File: src/rtl/data_mem_responder.sv
// data_mem_responder
//   Shared 8-bit data memory serving two cores, one transaction at a time.
//   Requests are arbitrated round-robin. Each granted request completes with a
//   one-cycle dacq pulse LAT cycles after it was sampled. One RECOVER cycle
//   follows every completion before the next request can be accepted.
//
// Parameters
//   DEPTH : number of 8-bit words (power of two, <= 256); upper address bits ignored
//   LAT   : cycles from acceptance to dacq (1..15)
//
// Ports
//   CLK, RST              : clock, synchronous active-high reset
//   Mem_Ctrl0/1  [3:0]    : bit0 = read, bit1 = write, bits 3:2 ignored
//   DAddress0/1  [7:0]    : data address
//   Ddout0/1     [7:0]    : write data from core
//   Ddin0/1      [7:0]    : read data to core, held until that port's next read
//   dacq0/1               : one-cycle completion pulse for the granted port
//   busy_mem              : high whenever a transaction is in progress
//   err                   : sticky, set when an accepted request has read and write both set

module data_mem_responder #(
  parameter int unsigned DEPTH = 256,
  parameter int unsigned LAT   = 2
) (
  input  logic       CLK,
  input  logic       RST,
  input  logic [3:0] Mem_Ctrl0,
  input  logic [7:0] DAddress0,
  input  logic [7:0] Ddout0,
  output logic [7:0] Ddin0,
  output logic       dacq0,
  input  logic [3:0] Mem_Ctrl1,
  input  logic [7:0] DAddress1,
  input  logic [7:0] Ddout1,
  output logic [7:0] Ddin1,
  output logic       dacq1,
  output logic       busy_mem,
  output logic       err
);

  localparam int unsigned AW     = (DEPTH > 1) ? $clog2(DEPTH) : 1;
  localparam int unsigned CW     = 4;
  localparam logic [CW-1:0] LAT_M1 = CW'(LAT - 1);

  localparam logic [1:0] ST_IDLE    = 2'd0;
  localparam logic [1:0] ST_WAIT    = 2'd1;
  localparam logic [1:0] ST_ACK     = 2'd2;
  localparam logic [1:0] ST_RECOVER = 2'd3;

  logic [1:0]    r_state;
  logic [1:0]    w_state_nxt;
  logic [CW-1:0] r_cnt;
  logic [CW-1:0] w_cnt_nxt;
  logic          r_grant;
  logic          w_grant_nxt;
  logic          r_last_grant;
  logic          r_wr;
  logic          w_wr_nxt;
  logic [AW-1:0] r_addr;
  logic [AW-1:0] w_addr_nxt;
  logic [7:0]    r_wdata;
  logic [7:0]    w_wdata_nxt;
  logic          w_set_err;

  logic          w_req0;
  logic          w_req1;
  logic [AW-1:0] w_addr0;
  logic [AW-1:0] w_addr1;
  logic          w_ack_nxt;
  logic          w_rd_nxt;
  logic          w_unused;

  logic [7:0]    r_mem [DEPTH];

  // Request decode; the effective address is the low AW bits (address mod DEPTH)
  assign w_req0  = |Mem_Ctrl0[1:0];
  assign w_req1  = |Mem_Ctrl1[1:0];
  assign w_addr0 = AW'(DAddress0);
  assign w_addr1 = AW'(DAddress1);

  // Control bits 3:2 (and any address bits above AW) carry no meaning here
  assign w_unused = ^{Mem_Ctrl0[3:2], Mem_Ctrl1[3:2], DAddress0, DAddress1};

  // Next-state and transaction-capture logic
  always_comb begin
    w_state_nxt = r_state;
    w_cnt_nxt   = r_cnt;
    w_grant_nxt = r_grant;
    w_wr_nxt    = r_wr;
    w_addr_nxt  = r_addr;
    w_wdata_nxt = r_wdata;
    w_set_err   = 1'b0;

    case (r_state)
      ST_IDLE: begin
        if (w_req0 || w_req1) begin
          // On a tie the port that was not served last wins
          w_grant_nxt = (w_req0 && w_req1) ? ~r_last_grant : w_req1;
          if (w_grant_nxt) begin
            w_wr_nxt    = Mem_Ctrl1[1];
            w_addr_nxt  = w_addr1;
            w_wdata_nxt = Ddout1;
            w_set_err   = &Mem_Ctrl1[1:0];
          end else begin
            w_wr_nxt    = Mem_Ctrl0[1];
            w_addr_nxt  = w_addr0;
            w_wdata_nxt = Ddout0;
            w_set_err   = &Mem_Ctrl0[1:0];
          end
          w_cnt_nxt   = LAT_M1;
          w_state_nxt = (LAT_M1 == '0) ? ST_ACK : ST_WAIT;
        end
      end

      ST_WAIT: begin
        // Counter was loaded with LAT-1, so WAIT lasts LAT-1 cycles
        if (r_cnt <= CW'(1)) begin
          w_state_nxt = ST_ACK;
        end else begin
          w_cnt_nxt = r_cnt - CW'(1);
        end
      end

      ST_ACK: begin
        w_state_nxt = ST_RECOVER;
      end

      ST_RECOVER: begin
        w_state_nxt = ST_IDLE;
      end

      default: begin
        w_state_nxt = ST_IDLE;
      end
    endcase
  end

  // Outputs are registered, so they are computed from the state being entered
  assign w_ack_nxt = (w_state_nxt == ST_ACK);
  assign w_rd_nxt  = w_ack_nxt & ~w_wr_nxt;

  // State, transaction registers and registered outputs
  always_ff @(posedge CLK) begin
    if (RST) begin
      r_state      <= ST_IDLE;
      r_cnt        <= '0;
      r_grant      <= 1'b0;
      r_last_grant <= 1'b1;
      r_wr         <= 1'b0;
      r_addr       <= '0;
      r_wdata      <= '0;
      busy_mem     <= 1'b0;
      err          <= 1'b0;
      dacq0        <= 1'b0;
      dacq1        <= 1'b0;
      Ddin0        <= '0;
      Ddin1        <= '0;
    end else begin
      r_state  <= w_state_nxt;
      r_cnt    <= w_cnt_nxt;
      r_grant  <= w_grant_nxt;
      r_wr     <= w_wr_nxt;
      r_addr   <= w_addr_nxt;
      r_wdata  <= w_wdata_nxt;
      busy_mem <= (w_state_nxt != ST_IDLE);
      err      <= err | w_set_err;
      dacq0    <= w_ack_nxt & ~w_grant_nxt;
      dacq1    <= w_ack_nxt & w_grant_nxt;
      if (r_state == ST_ACK) begin
        r_last_grant <= r_grant;
      end
      // Read data lands together with dacq; writes leave Ddin untouched
      if (w_rd_nxt && !w_grant_nxt) begin
        Ddin0 <= r_mem[w_addr_nxt];
      end
      if (w_rd_nxt && w_grant_nxt) begin
        Ddin1 <= r_mem[w_addr_nxt];
      end
    end
  end

  // Storage is not cleared by reset; a write commits at the end of ACK and a
  // reset arriving at that edge suppresses it
  always_ff @(posedge CLK) begin
    if (!RST && (r_state == ST_ACK) && r_wr) begin
      r_mem[r_addr] <= r_wdata;
    end
  end

endmodule

File: config.mk
export PLATFORM = sky130hd
export DESIGN_NAME = data_mem_responder
export DESIGN_NICKNAME = d
export VERILOG_FILES = /design/src/rtl/data_mem_responder.sv
export SDC_FILE = /design/constraint.sdc
export NUM_CORES = 2
export LEC_CHECK = 0
export BUFFER_PORTS_ARGS = -buffer_cell sky130_fd_sc_hd__buf_4
export CAP_MARGIN = 20
export CORE_AREA = 2 2 821 414
export CTS_CLUSTER_SIZE = 24
export DETAILED_ROUTE_END_ITERATION = 12
export DIE_AREA = 0 0 823 416
export PLACE_DENSITY_LB_ADDON = 0.3
export SYNTH_ARGS = -nofsm -noshare
export SYNTH_HDL_FRONTEND = slang
export SYNTH_SLANG_ARGS = --single-unit
File: constraint.sdc
create_clock -name CLK -period 9.9 [get_ports CLK]
set_clock_uncertainty 0.05 [all_clocks]
set_input_delay 0 -clock CLK [delete_from_list [all_inputs] [get_ports CLK]]
set_output_delay 0 -clock CLK [all_outputs]
set_load 0.005 [all_outputs]
Word level (Yosys, flattened, before mapping)
Memories as Yosys holds them, arrays and structs flattened.
Index checks and enable logic that the tools add are counted.
{"block": "totals", "reg_bits": 45, "ramBits": 2048, "inputBits": 42, "out_inout_bits": 20, "word_cells": 67, "mem_count": 1}
{"name": "r_mem", "depth": 256, "word_bits": 8, "read_ports": 1, "rd_clocked_by_memory_dff": 0, "wr": 1, "line": "73", "rtl": "logic [7:0] r_mem [DEPTH];"}
{"block": "op_classes", "addsub": 1, "n_lt_le_gt_ge": 1, "eq_ne": 6, "n_mux": 21, "bitwise_logic": 7, "reduce_logical": 17}
{"cell": "2-to-1 mux 8 bit", "count": 4}
{"cell": "2-to-1 mux 1 bit", "count": 11}
{"cell": "2-to-1 mux 4 bit", "count": 2}
{"cell": "case mux 2 bit (4 select lines)", "count": 1}
{"cell": "case mux 4 bit (2 select lines)", "count": 1}
{"cell": "== test 2 bit (second input constant)", "count": 3}
{"cell": "AND reduction 2 bit", "count": 3}
{"cell": "logical AND 1 bit", "count": 5}
{"cell": "<= comparator 4 x 1 -> 1 bit (second input constant)", "count": 1}
{"cell": "2-to-1 mux 2 bit", "count": 2}
{"cell": "!= test 2 bit (second input constant)", "count": 2}
{"cell": "nonzero test 2 bit", "count": 2}
{"cell": "OR reduction 2 bit", "count": 2}
{"cell": "subtractor 4 x 1 -> 4 bit (second input constant)", "count": 1}
{"cell": "bitwise AND 1 bit", "count": 3}
{"cell": "NOT 1 bit", "count": 3}
{"cell": "AND reduction 3 bit", "count": 1}
{"cell": "== test 2 x 1 -> 1 bit (second input constant)", "count": 1}
{"cell": "logical NOT 1 bit", "count": 2}
{"cell": "logical NOT 2 bit", "count": 1}
{"cell": "logical OR 1 bit", "count": 1}
{"cell": "bitwise OR 1 bit", "count": 1}

Depth between registers and ports, before layout
{"block": "depth", "word_depth": 9, "mapped_depth": 16, "mapped_depth_nobuf": 10}

Worst setup path after synthesis
No wires, ideal clock.
{"block": "synth_timing", "path_type": "reg2reg", "startpoint": "register r_wdata[0]", "endpoint": "memory r_mem[0][0], data pin", "setup_ns": 0.856, "t_arrival_ns": 3.398, "slack_ns": 5.597, "stages_incl_launch_ff": 1, "n_path_buf": 0, "synth_period_minus_slack_ns": 4.303, "cell_sequence": "dfxtp_1"}
{"item": "start: declaration", "line": "61", "rtl": "logic [7:0] r_wdata;"}
{"item": "start signal: assignment", "line": "164", "rtl": "r_wdata <= w_wdata_nxt;"}
{"item": "end: declaration", "line": "73"}
Straight into the memory's write port.

Worst setup path after layout
{"block": "layout_timing", "startpoint": "register r_state[1]", "endpoint": "register Ddin1[4] (read register of r_mem)"}
{"block": "layout_between", "elab_chain_len": 5, "word_cells_on_any_way": 15, "classes_between": "4 x eq/ne; 6 x mux; 2 x bitwise; 2 x reduce/logical; 1 x memory"}
{"item": "start: declaration", "line": "50", "rtl": "logic [1:0] r_state;"}
{"item": "start signal: assignment", "line": "159", "rtl": "r_state <= w_state_nxt;"}
{"item": "branches (longest 5 deep; another with memory (256 x 8 bit))"}
{"item": "end: declaration", "line": "35", "rtl": "output logic [7:0] Ddin1,"}
Parallel ways; which one is timed is not known.
A chain may end at the register's enable or synchronous reset.

==> out/results.ini <==
[detailed_routing]
drcViolationCount=0
wl_per_cell_um=26.6
ant_nets=0
drtIter0Drc=9217
vias=55100
wirelength_um=290000
drt-vias-per-instance=5.06
firstDrtPassIters=6

[synthesis]
ys.flop_type=edfxtp_1
ys_seq_area_frac=0.748
synth.area.top_cells=edfxtp_1, nand2_1, nand3_1
synth_cells=6238
netlist_area_mm2=0.0835
avgSynthCellArea_um2=13.4
synth.distinct_cells=70
yosysTopAreaCell=edfxtp_1
async_reset_ff_frac=0
synth-edff-count=2048
synth-warning-count=0
syn-num-nets=6282
synth_top_area_share=0.737
ys_seq_elements=2093

[place]
place_hpwl_um=185000
dp_slack_ns=3.82
gp_congestion=0.866
io_buffer_count=57

[floorplan]
fp.dieArea_mm2=0.342
die_w_um=823
io_pins=62
core_area_mm2=0.336
dieHeight_um=416
start_util=0.248
fp-row-count=151

[setup_path]
path_class=flop to flop
required_ns=10.61
cp.arrival_ns=7.69
reg2reg_slack_ns=2.93
endpoint_kind=flop
start_kind=flop
cp_max_fo=28

[pwr]
p_leak_uw=0.0311
ir_drop_mv=0.321
power.density_mw_per_mm2=357

[clock_network]
cts_buffers=175
insertion_delay_ns=0.88
clk_pin_slew_ns=0.07
clockBufferDepth=4
cts_tree=built
cts_sinks=2093
cts.repair.resized=0
root_buffer=clkbuf_16
htreeDepth=4

[final_layout]
n_fill_cell=33895
final_nets=6294
drive_above_1_share=0.0790
multi_input_area_mm2=0.0193
final_core_util=0.284
regArea_mm2=0.0624
area_growth_pct=14.2

[sta]
rsz0062_at_grt=no
setup_ws_ns=2.93
slew_viol_final=0
relSlewSlack=0.127
setup_viol=0
tns_ns=0
fin_crit_ns=6.97
min_period_over_period=0.704
hold_viol=0
worstMarginPinSlew_ns=1.30
fmax_mhz=143

[run_status]
status=complete, no violations

[global_route]
grt_max_degree=159
antenna_found_initial=35
grt_usage=0.162
grt_pass1_vias=48965
grt_pass1_wl_um=400000
overflow=0

[hold_path]
worstHoldPathType=primary input to flop

[flow_run]
maxCapViolations=0

-- cells in the mapped netlist, types with 20 or more instances --
cell type  count
edfxtp_1    2048
nand2_1     1448
nand3_1      587
a21oi_1      424
nor2_1       327
a22oi_1      191
buf_2        187
mux2i_1      175
clkbuf_1     128
buf_1         79
dfxtp_1       45
a221oi_1      40
and2_1        40
a31oi_1       39
and3_1        38
nand4_1       35
nor4_1        35
a211oi_1      31
o211ai_1      29
a22o_1        28
a311oi_1      21
nor3_1        20
o21ai_0       20
o221ai_1      20
-- worst max-delay path, cell delays in order (launching register included) --
cell and delay [ns]:
dfxtp_1 0.33, or2_0 0.46, nor2_4 0.93, o2bb2ai_2 0.09, dlygate4sd3_1 0.63, buf_4 0.25, nand3_1 0.45, buf_4 0.34
nor2_1 0.11, buf_4 0.27, nand3_1 0.19, nand4_1 0.46, nor4_1 0.86, nand3_1 0.83, a221o_1 0.57
-- layer usage --
layer	routed length, µm	track usage	part of all wire	vias to the layer above
li1	-	-	-	23257
met1	141000	0.274	0.49	28285
met2	103000	0.192	0.36	3249
met3	41500	0.0558	0.14	305
met4	4190	0.0236	0.014	4
met5	27	0	0.000093	-
-- worst paths after layout --
path                 from   endpoint  cells past startpoint
min reg2reg      Ddin0[3]   Ddin0[3]                      2
max reg2reg    r_state[1]   Ddin1[4]                     14
max            r_state[1]   Ddin1[4]                     14
min          DAddress1[7]  r_addr[7]                      4
-- stage by stage --
step / cell area, µm² / std cells / hold slack (ns) / total power (µW)
6_report: 95300 / 10896 / 0.0980 / 34000
5_1_grt: 95300 / 10891 / 0.0860 / 35200
2_1_floorplan: 83500 / 6238 / 0.0363 / 19900
3_5_place_dp: 89100 / 10532 / 0.233 / 26400
3_3_place_gp: 89000 / 10524 / 0.230 / 26200
4_1_cts: 95200 / 10884 / 0.0334 / 33600
-- area by class of cell --
type,instances,area share
Antenna cell,5,0.000131
Clock buffer,204,0.0484
Clock inverter,101,0.0107
Inverter,11,0.000433
Multi-Input combinational cell,3718,0.202
Sequential cell,2093,0.655
Tap cell,4513,0.0592
Timing Repair Buffer,251,0.0236
-- where the power goes --
group,switching [µW],internal [µW]
clock,3370,3880
combinational,11700,3630
sequential,441,11000
-- kinds of logic (layout without fill, tap and decap cells) --
logic type,count (synthesis),in the layout,share of synthesized area
adders and majority gates,2,2,0.000300
xor gates and xnor gates,2,2,0.000210
and+or+nand+nor,2573,2573,0.131
muxes,179,179,0.0215
buffers and inverters,427,567,0.0232
AOI/OAI and AO/OA,962,962,0.0760
DFF,2093,2093,0.748
other,0,5,0
-- flip-flops by register name, summed over array words and instances, names as in the netlist --
signal,cells
dacq0,1
r_wr,1
busy_mem,1
r_state,2
err,1
dacq1,1
Ddin1,8
r_mem,2048
Ddin0,8
r_last_grant,1
r_wdata,8
r_grant,1
r_addr,8
r_cnt,4
-- layout by cell type (no fill, tap or decap), drive strengths merged, types with 28 or more instances in the layout --
| cell | Yosys | final |
|---|---|---|
| edfxtp | 2048 | 2048 |
| nand2 | 1448 | 1448 |
| nand3 | 587 | 587 |
| a21oi | 426 | 426 |
| nor2 | 328 | 328 |
| clkbuf | 128 | 206 |
| buf | 288 | 202 |
| a22oi | 191 | 191 |
| mux2i | 175 | 175 |
| clkinv | 0 | 71 |
| dlygate4sd3 | 0 | 47 |
| dfxtp | 45 | 45 |
| and2 | 40 | 40 |
| a221oi | 40 | 40 |
| a31oi | 39 | 39 |
| and3 | 38 | 38 |
| nor4 | 36 | 36 |
| nand4 | 35 | 35 |
| a211oi | 31 | 31 |
| o211ai | 29 | 29 |
| a22o | 28 | 28 |
-- timing repair --
action	CTS	global route
setup buffers	0	0
endpoints found under the hold margin	29	0
hold buffers	47	0
(Power assumes the default switching activity.)
